### config.mk
export PLATFORM = sky130hd
export DESIGN_NAME = if_prefetch_unit
export DESIGN_NICKNAME = d
export VERILOG_FILES = /design/src/rtl/if_prefetch_unit.sv
export SDC_FILE = /design/constraint.sdc
export NUM_CORES = 1
export LEC_CHECK = 0
export CAP_MARGIN = 0
export CORE_ASPECT_RATIO = 1.4
export CORE_MARGIN = 5
export CORE_UTILIZATION = 45
export DETAILED_ROUTE_END_ITERATION = 12
export PLACE_DENSITY_LB_ADDON = 0.25
export REMOVE_ABC_BUFFERS = 1
export SKIP_CTS_REPAIR_TIMING = 1
export SYNTH_ARGS = -nofsm -noshare
export SYNTH_HDL_FRONTEND = slang
export SYNTH_SLANG_ARGS = --single-unit
export TNS_END_PERCENT = 5
### constraint.sdc
create_clock -name clk -period 3.83 [get_ports clk]
set_input_delay 1.149 -clock clk [delete_from_list [all_inputs] [get_ports clk]]
set_output_delay 1.149 -clock clk [all_outputs]
set_load 0.05 [all_outputs]
### src/rtl/if_prefetch_unit.sv
// Instruction-fetch prefetch unit.
// Owns the fetch PC and issues in-order word requests to instruction memory,
// buffers responses in a small FIFO, and presents {pc, instr} to decode.
// Redirects flush the FIFO and drop any responses still in flight.
// Optional build macro IF_PREFETCH_BYPASS_EN: a response that arrives while the
// FIFO is empty and nothing is being dropped is presented combinationally in
// the same cycle. It is written into the FIFO only if decode stalls.

module if_prefetch_unit #(
  parameter int unsigned     XLEN     = 32,
  parameter int unsigned     DEPTH    = 4,
  parameter logic [XLEN-1:0] RESET_PC = '0
) (
  input  logic            clk,
  input  logic            reset,
  output logic            imem_req_valid,
  input  logic            imem_req_ready,
  output logic [XLEN-1:0] imem_req_addr,
  input  logic            imem_rsp_valid,
  input  logic [XLEN-1:0] imem_rsp_data,
  input  logic            redirect_valid,
  input  logic [XLEN-1:0] redirect_pc,
  input  logic            id_stall,
  output logic            if_valid,
  output logic [XLEN-1:0] if_pc,
  output logic [XLEN-1:0] if_instr
);

  localparam int unsigned     PtrW     = (DEPTH > 1) ? $clog2(DEPTH) : 1;
  localparam int unsigned     CntW     = $clog2(DEPTH) + 1;
  localparam logic [CntW:0]   DepthOcc = (CntW + 1)'(DEPTH);
  localparam logic [XLEN-1:0] Nop      = XLEN'(32'h0000_0013);

  // Fetch PC, instruction FIFO and in-order request-PC queue.
  logic [XLEN-1:0] fetch_pc_q, fetch_pc_d;
  logic [XLEN-1:0] fifo_pc_q    [DEPTH];
  logic [XLEN-1:0] fifo_instr_q [DEPTH];
  logic [PtrW-1:0] rd_ptr_q, rd_ptr_d;
  logic [PtrW-1:0] wr_ptr_q, wr_ptr_d;
  logic [CntW-1:0] count_q, count_d;
  logic [XLEN-1:0] pcq_q [DEPTH];
  logic [PtrW-1:0] pcq_rd_q, pcq_rd_d;
  logic [PtrW-1:0] pcq_wr_q, pcq_wr_d;
  // Requests accepted but not yet answered, and how many of those to discard.
  logic [CntW-1:0] outstanding_q, outstanding_d;
  logic [CntW-1:0] drop_q, drop_d;

  logic [CntW:0] occupancy;
  logic          fifo_empty;
  logic          rsp_ok;
  logic          rsp_keep;
  logic          req_fire;
  logic          bypass;
  logic          pop;
  logic          fifo_pop;
  logic          fifo_push;

  // Request credit, response qualification and the decode-facing outputs.
  always_comb begin
    occupancy      = {1'b0, count_q} + {1'b0, outstanding_q};
    fifo_empty     = (count_q == '0);
    // A response with nothing outstanding is ignored entirely.
    rsp_ok         = !reset && imem_rsp_valid && (outstanding_q != '0);
    rsp_keep       = rsp_ok && (drop_q == '0);
    imem_req_valid = !reset && !redirect_valid && (occupancy < DepthOcc);
    imem_req_addr  = fetch_pc_q;
    req_fire       = imem_req_valid && imem_req_ready;
`ifdef IF_PREFETCH_BYPASS_EN
    bypass         = fifo_empty && rsp_keep;
`else
    bypass         = 1'b0;
`endif
    if_valid       = !reset && (!fifo_empty || bypass);
    if_pc          = '0;
    if_instr       = Nop;
    if (if_valid) begin
      if (bypass) begin
        if_pc    = pcq_q[pcq_rd_q];
        if_instr = imem_rsp_data;
      end else begin
        if_pc    = fifo_pc_q[rd_ptr_q];
        if_instr = fifo_instr_q[rd_ptr_q];
      end
    end
    pop       = if_valid && !id_stall;
    fifo_pop  = pop && !fifo_empty;
    // A bypassed response that decode consumes never needs a FIFO slot.
    fifo_push = !redirect_valid && rsp_keep && !(bypass && pop);
  end

  // Next-state: redirect flushes everything and turns in-flight requests into drops.
  always_comb begin
    fetch_pc_d    = fetch_pc_q;
    rd_ptr_d      = rd_ptr_q;
    wr_ptr_d      = wr_ptr_q;
    count_d       = count_q;
    pcq_rd_d      = pcq_rd_q;
    pcq_wr_d      = pcq_wr_q;
    outstanding_d = outstanding_q;
    drop_d        = drop_q;
    if (redirect_valid) begin
      fetch_pc_d    = redirect_pc & ~XLEN'(3);
      rd_ptr_d      = '0;
      wr_ptr_d      = '0;
      count_d       = '0;
      pcq_rd_d      = '0;
      pcq_wr_d      = '0;
      outstanding_d = outstanding_q - CntW'(rsp_ok);
      drop_d        = outstanding_q - CntW'(rsp_ok);
    end else begin
      if (req_fire) begin
        fetch_pc_d = fetch_pc_q + XLEN'(4);
        pcq_wr_d   = pcq_wr_q + 1'b1;
      end
      if (fifo_pop) begin
        rd_ptr_d = rd_ptr_q + 1'b1;
      end
      if (fifo_push) begin
        wr_ptr_d = wr_ptr_q + 1'b1;
      end
      if (rsp_keep) begin
        pcq_rd_d = pcq_rd_q + 1'b1;
      end
      count_d       = count_q + CntW'(fifo_push) - CntW'(fifo_pop);
      outstanding_d = outstanding_q + CntW'(req_fire) - CntW'(rsp_ok);
      if (rsp_ok && (drop_q != '0)) begin
        drop_d = drop_q - 1'b1;
      end
    end
  end

  // Control state register with synchronous reset.
  always_ff @(posedge clk) begin
    if (reset) begin
      fetch_pc_q    <= RESET_PC;
      rd_ptr_q      <= '0;
      wr_ptr_q      <= '0;
      count_q       <= '0;
      pcq_rd_q      <= '0;
      pcq_wr_q      <= '0;
      outstanding_q <= '0;
      drop_q        <= '0;
    end else begin
      fetch_pc_q    <= fetch_pc_d;
      rd_ptr_q      <= rd_ptr_d;
      wr_ptr_q      <= wr_ptr_d;
      count_q       <= count_d;
      pcq_rd_q      <= pcq_rd_d;
      pcq_wr_q      <= pcq_wr_d;
      outstanding_q <= outstanding_d;
      drop_q        <= drop_d;
    end
  end

  // Data storage; validity is tracked by the pointers and counts above.
  always_ff @(posedge clk) begin
    if (fifo_push) begin
      fifo_pc_q[wr_ptr_q]    <= pcq_q[pcq_rd_q];
      fifo_instr_q[wr_ptr_q] <= imem_rsp_data;
    end
    if (req_fire) begin
      pcq_q[pcq_wr_q] <= fetch_pc_q;
    end
  end

`ifndef SYNTHESIS
  // Memory-side protocol error: every response must match an accepted request.
  rsp_without_req: assert property (@(posedge clk) disable iff (reset)
    imem_rsp_valid |-> (outstanding_q != '0))
    else $error("if_prefetch_unit: response with no outstanding request");
`endif

endmodule

==> results of run 1 <==
-- placed cells by master (no fill, tap or decap), types with 3 or more instances in the layout --
master / instances
ha_1: 19
nor2_1: 30
and3_4: 4
conb_1: 4
clkbuf_1: 4
clkinv_2: 8
and2_1: 70
a21oi_1: 16
nand3_1: 14
nor3_1: 7
o21ai_0: 6
and3_1: 5
o22ai_1: 5
buf_4: 31
clkdlybuf4s50_1: 97
buf_12: 81
or4_1: 5
o311ai_0: 5
xor2_1: 11
xnor2_1: 12
nand2_1: 39
inv_1: 20
o21a_1: 3
a211oi_1: 5
dfxtp_1: 47
nand4_1: 14
a31oi_1: 11
edfxtp_1: 368
clkbuf_16: 40
or3_1: 8
mux4_2: 92
o211ai_1: 7
clkbuf_8: 5
clkinv_1: 8
-- worst min-delay path: stages (launching register included) --
cell and delay [ns]:
dfxtp_1 0.34, nand2_1 0.06, a21oi_1 0.06
-- kinds of logic after synthesis --
family / share of synthesized area
AOI/OAI and AO/OA: 0.0272
xor gates and xnor gates: 0.0121
adders and majority gates: 0.0167
buffers and inverters: 0.0170
DFF: 0.728
muxes: 0.127
other: 0.000226
and+or+nand+nor: 0.0720
-- per-layer routing --
metal	share of wire	up-vias	GRT usage	routed length, um
li1	-	4014	-	-
met5	0	-	0	0
met1	0.39	4499	0.216	13500
met3	0.047	44	0.0286	1640
met2	0.54	244	0.309	18800
met4	0.022	0	0.0469	753
-- state kept, by name, summed over array words and instances (netlist names), named ones only --
register / cells
outstanding_q: 3
fifo_pc_q: 120
wr_ptr_q: 2
count_q: 3
pcq_rd_q: 2
drop_q: 3
rd_ptr_q: 2
imem_req_addr: 30
pcq_q: 120
pcq_wr_q: 2
fifo_instr_q: 128
-- through the flow --
step                      hold WS [ns]  cells  worst slack (ns)
final                            0.508   1611            0.0601
after global routing             0.545   1611           0.00660
after CTS                        0.509   1611            0.0731
after detailed placement         0.500   1541           -0.0255
after global placement           0.483   1541           -0.0399
after floorplan                  0.469    865             -1.14
-- cell usage after synthesis, drive strengths merged (6+ instances only) --
cell type	count	area, um^2
edfxtp	368	11100
xnor2	12	105
xor2	11	96.3
clkbuf	28	105
o21ai	6	30.0
a21oi	16	80.1
a31oi	11	68.8
mux4	92	2070
buf	18	93.8
nand3	14	70.1
o211ai	7	52.6
or3	8	50.1
nand2	39	146
nor3	9	61.3
ha	19	238
and3	9	56.3
nor2	31	116
inv	21	78.8
nand4	14	87.6
and2	71	444
dfxtp	51	1020
-- where the power goes --
part           leakage [nW]  switching, mW  internal, mW
clock network         0.620           1.61          2.15
registers              3.76         0.0748          5.05
logic                  2.49          0.350         0.272
total                  6.87           2.03          7.47
-- worst max path at each step --
stage | start | endpoint
global route | reset | imem_req_valid
floorplan | flop | if_instr[0]
finish | reset | imem_req_valid
detailed placement | imem_req_ready | outstanding_q[2]$_SDFF_PP0_
global placement | imem_req_ready | outstanding_q[2]$_SDFF_PP0_
CTS | reset | imem_req_valid
-- cell type report --
| type | instances | area, um^2 |
|---|---|---|
| Sequential cell | 419 | 12100 |
| Inverter | 22 | 82.6 |
| Tap cell | 467 | 584 |
| Multi-Input combinational cell | 424 | 4270 |
| Timing Repair Buffer | 209 | 2830 |
| Clock inverter | 21 | 168 |
| Clock buffer | 49 | 1080 |
| Fill cell | 2783 | 15500 |
==> run_results.csv, run 1 <==
group,metric,value,unit
run_status,status,"finished, final reports clean",
clock_network,cts_tree,"done",
critical_path,cp.depth,6,
global_route,grt_use_total,0.172,
global_route,antenna_found_initial,1,
synth,synth-edff-count,368,
critical_path,rr_endpoint,"outstanding_q[2]$_SDFF_PP0_",
timing,slew_headroom,0.340,
global_route,grt_max_degree,40,
timing,setup_tns,0,ns
timing,fmax,0.265,GHz
worst_hold_path,whs_endpoint,"pcq_wr_q[1]$_SDFFE_PP0P_",
synth,yosysWarnings,0,
synth,synth_flop_cell,"edfxtp_1",
drt,viasPerCell,5.46,
die,die-area,0.0408,mm^2
synth,syn-instance-count,908,
clock_network,cts_sinks,419,
synth,ys_seq_area_frac,0.728,
critical_path,crit_chain,"clkdlybuf4s50_1 -> or2_1 -> buf_4 -> nor3_1 -> buf_4 -> buf_12",
finish,antenna_cells,0,
critical_path,path_max_fanout,5,
synth,synth.distinct_cells,57,
critical_path,rrSetupSlack,0.85,ns
finish,drive_gt1_frac,0.244,
critical_path,worst_setup_path_end_kind,"output pin",
synth,ys_ff_latch,419,
die,rows,83,
global_route,grt_pass1_vias,9248,
drt,drc,0,
worst_hold_path,hold_start,"pcq_wr_q[1]$_SDFFE_PP0P_",
clock_network,clockBufferDepth,3,
job,cap_violations,0,
worst_hold_path,holdCritPathClass,"flop to flop",
critical_path,timing.rr.start,"outstanding_q[2]$_SDFF_PP0_",
global_route,grt_overflow_total,0,
placement,io_buffer_count,161,
synth,synth_area,0.0166,mm^2
power_and_ir_drop,p_per_area,450,mW/mm^2
die,dieWidth,172,um
drt,drt-total-wl,34700,um
critical_path,max_stage_delay,0.44,ns
global_route,grt_first_pass_wirelength,53800,um
critical_path,crit_type,"input pin to output pin",
finish,fin_area,0.0211,mm^2
drt,drtPass1Iterations,5,
die,start_util,0.454,
critical_path,cp_top_family,"buffers and inverters",
die,dieHeight,237,um
finish,area_delta_synth_final,27.2,%
die,io_pins,168,
finish,nets,1206,
clock_network,cts-root-buf,"clkbuf_16",
timing,setup_violations,0,
synth,avgSynthCellArea,18.3,um^2
critical_path,critical_path_required,2.68,ns
critical_path,crit_path_top_delay_cell,"clkdlybuf4s50_1",
timing,rsz0062_at_grt,"false",
worst_hold_path,holdPathStages,2,
critical_path,cp_data_arrival_time,2.62,ns
drt,wl_per_cell,21.6,um
timing,tightest_slew,0.986,ns
power_and_ir_drop,peakVddDrop,275,uV
die,coreArea,0.0366,mm^2
drt,final_antenna_net_count,0,
power_and_ir_drop,power_leakage,6.87,nW
placement,globalplace.congestion,0.826,
synth,async_reset_ff_frac,0,
power_and_ir_drop,finalPower,9.50,mW
timing,timing.final.crit_share,0.984,
clock_network,clk_pin_slew,0.06,ns
timing,min_period,3.77,ns
drt,drt_iter0_markers,631,
critical_path,critPathBufInv,4,
clock_network,clkLatencyLatePin,0.54,ns
clock_network,htree_levels,2,
clock_network,cts_buffers,39,
placement,place_area,0.0198,mm^2
timing,hold_violations,0,
critical_path,worstSetupStartpointType,"input pin",
placement,dp_hpwl,23000,um
critical_path,cpMostUsedCell,"buf_4",
timing,report.final.slew_viol_count,0,
drt,num_vias,8801,
timing,skew,0.0209,ns
critical_path,rr_worst_depth,12,
finish,fin_util,0.577,
Power figures use the tool's default switching activity.
==> run 2: changes to the inputs <==
==> constraint.sdc (replaced) <==
create_clock -name clk -period 3.83 [get_ports clk]
set_input_delay 0.9575 -clock clk [delete_from_list [all_inputs] [get_ports clk]]
set_output_delay 0.9575 -clock clk [all_outputs]
set_load 0.05 [all_outputs]
==> run 2 against run 1 <==
Register-to-register slack barely moved; via count rose by 0.45%; cell area fell by 0.82%; critical endpoint unchanged; routed wire length fell by 0.83%; non-clock buffer count fell by 11.
==> run_results.csv, run 2 (synthesis results as in run 1) <==
group,metric,value,unit
clock_network,clockBufferDepth,3,
timing,report.final.slew_viol_count,0,
finish,drive_gt1_frac,0.236,
critical_path,worstSetupStartpointType,"input pin",
critical_path,cp_top_family,"buffers and inverters",
placement,place_area,0.0197,mm^2
timing,skew,0.0154,ns
timing,min_period,3.48,ns
finish,largest-register,"fifo_instr_q",
drt,drt_iter0_markers,606,
critical_path,max_stage_delay,0.44,ns
finish,nets,1194,
clock_network,cts_buffers,38,
critical_path,crit_chain,"clkdlybuf4s50_1 -> or2_1 -> buf_4 -> nor3_1 -> buf_12",
drt,drtPass1Iterations,5,
finish,antenna_cells,0,
critical_path,critical_path_required,2.87,ns
critical_path,rrSetupSlack,0.84,ns
timing,slew_headroom,0.404,
finish,fin_util,0.572,
finish,area_delta_synth_final,26.2,%
die,dieHeight,237,um
critical_path,path_max_fanout,14,
critical_path,cp_data_arrival_time,2.52,ns
placement,dp_hpwl,21900,um
critical_path,worst_setup_path_end_kind,"output pin",
timing,fmax,0.287,GHz
timing,tightest_slew,0.888,ns
die,dieWidth,172,um
global_route,grt_pass1_vias,9315,
power_and_ir_drop,finalPower,9.48,mW
critical_path,crit_path_top_delay_cell,"clkdlybuf4s50_1",
run_status,status,"finished, final reports clean",
global_route,grt_overflow_total,0,
placement,globalplace.congestion,0.816,
die,die-area,0.0408,mm^2
timing,setup_ws,0.351,ns
die,start_util,0.454,
die,rows,83,
finish,mostFrequentLayoutCell,"edfxtp_1",
global_route,grt_use_total,0.172,
global_route,antenna_found_initial,0,
drt,num_vias,8841,
finish,largest_reg_flops,128,
clock_network,clkLatencyLatePin,0.53,ns
power_and_ir_drop,power_leakage,6.78,nW
worst_hold_path,holdCritPathClass,"flop to flop",
clock_network,cts_sinks,419,
clock_network,cts_tree,"done",
timing,hold_violations,0,
critical_path,critPathBufInv,3,
global_route,grt_max_degree,61,
critical_path,crit_type,"input pin to output pin",
die,coreArea,0.0366,mm^2
global_route,grt_first_pass_wirelength,54000,um
finish,fin_area,0.0209,mm^2
finish,final_cell_mix,"edfxtp_1, clkdlybuf4s50_1, mux4_2",
drt,final_antenna_net_count,0,
clock_network,cts-root-buf,"clkbuf_16",
timing,setup_tns,0,ns
finish,reg.largest.list,"fifo_instr_q x128, fifo_pc_q x120, pcq_q x120",
timing,timing.final.crit_share,0.908,
clock_network,clk_pin_slew,0.06,ns
power_and_ir_drop,peakVddDrop,280,uV
drt,viasPerCell,5.53,
clock_network,htree_levels,2,
drt,drt-total-wl,34500,um
drt,wl_per_cell,21.6,um
die,io_pins,168,
job,cap_violations,0,
power_and_ir_drop,p_per_area,453,mW/mm^2
timing,setup_violations,0,
placement,dp_slack,0.172,ns
timing,rsz0062_at_grt,"false",
placement,io_buffer_count,161,
drt,drc,0,
## run 2: final cells by class
type                            count  area [um^2]
Fill cell                        2807        15600
Timing Repair Buffer              198         2660
Inverter                           22         82.6
Clock inverter                     24          201
Tap cell                          467          584
Clock buffer                       44         1050
Sequential cell                   419        12100
Multi-Input combinational cell    424         4270
## run 2: power by group
| group | total (mW) | internal, mW | switching, mW |
|---|---|---|---|
| registers | 5.13 | 5.05 | 0.0802 |
| clock network | 3.75 | 2.17 | 1.59 |
| logic | 0.598 | 0.260 | 0.338 |
| total | 9.48 | 7.47 | 2.00 |
## run 2: worst register-to-register path: cells and delay by family (launching register included)
family,cells,cell delay (ns)
flops,1,0.43
xor+xnor,2,0.29
buf+inv,2,0.10
fa+ha+maj,4,1.11
compound gates,1,0.19
simple gates,3,0.76
## run 2: path summary, 6_finish.rpt
path,from,cells past startpoint,end
worst max-delay path,reset,5,imem_req_valid
worst min-delay path,drop_q[1]$_SDFFE_PP0P_,2,drop_q[1]$_SDFFE_PP0P_
worst max register to register,outstanding_q[2]$_SDFF_PP0_,12,outstanding_q[2]$_SDFF_PP0_
worst min register to register,drop_q[1]$_SDFFE_PP0P_,2,drop_q[1]$_SDFFE_PP0P_
## run 2: through the flow
step / cells / hold slack, ns
2_1_floorplan: 865 / 0.469
3_3_place_gp: 1530 / 0.480
3_5_place_dp: 1530 / 0.502
4_1_cts: 1598 / 0.525
5_1_grt: 1598 / 0.561
6_report: 1598 / 0.527
## run 2: layer usage
layer  vias up  routed length [um]  track usage  share of wire
met5         -                   0            0              0
met4         0                 702       0.0450          0.020
met3        42                1850       0.0270          0.054
met2       263               18500        0.306           0.54
met1      4552               13400        0.221           0.39
li1       3984                   -            -              -
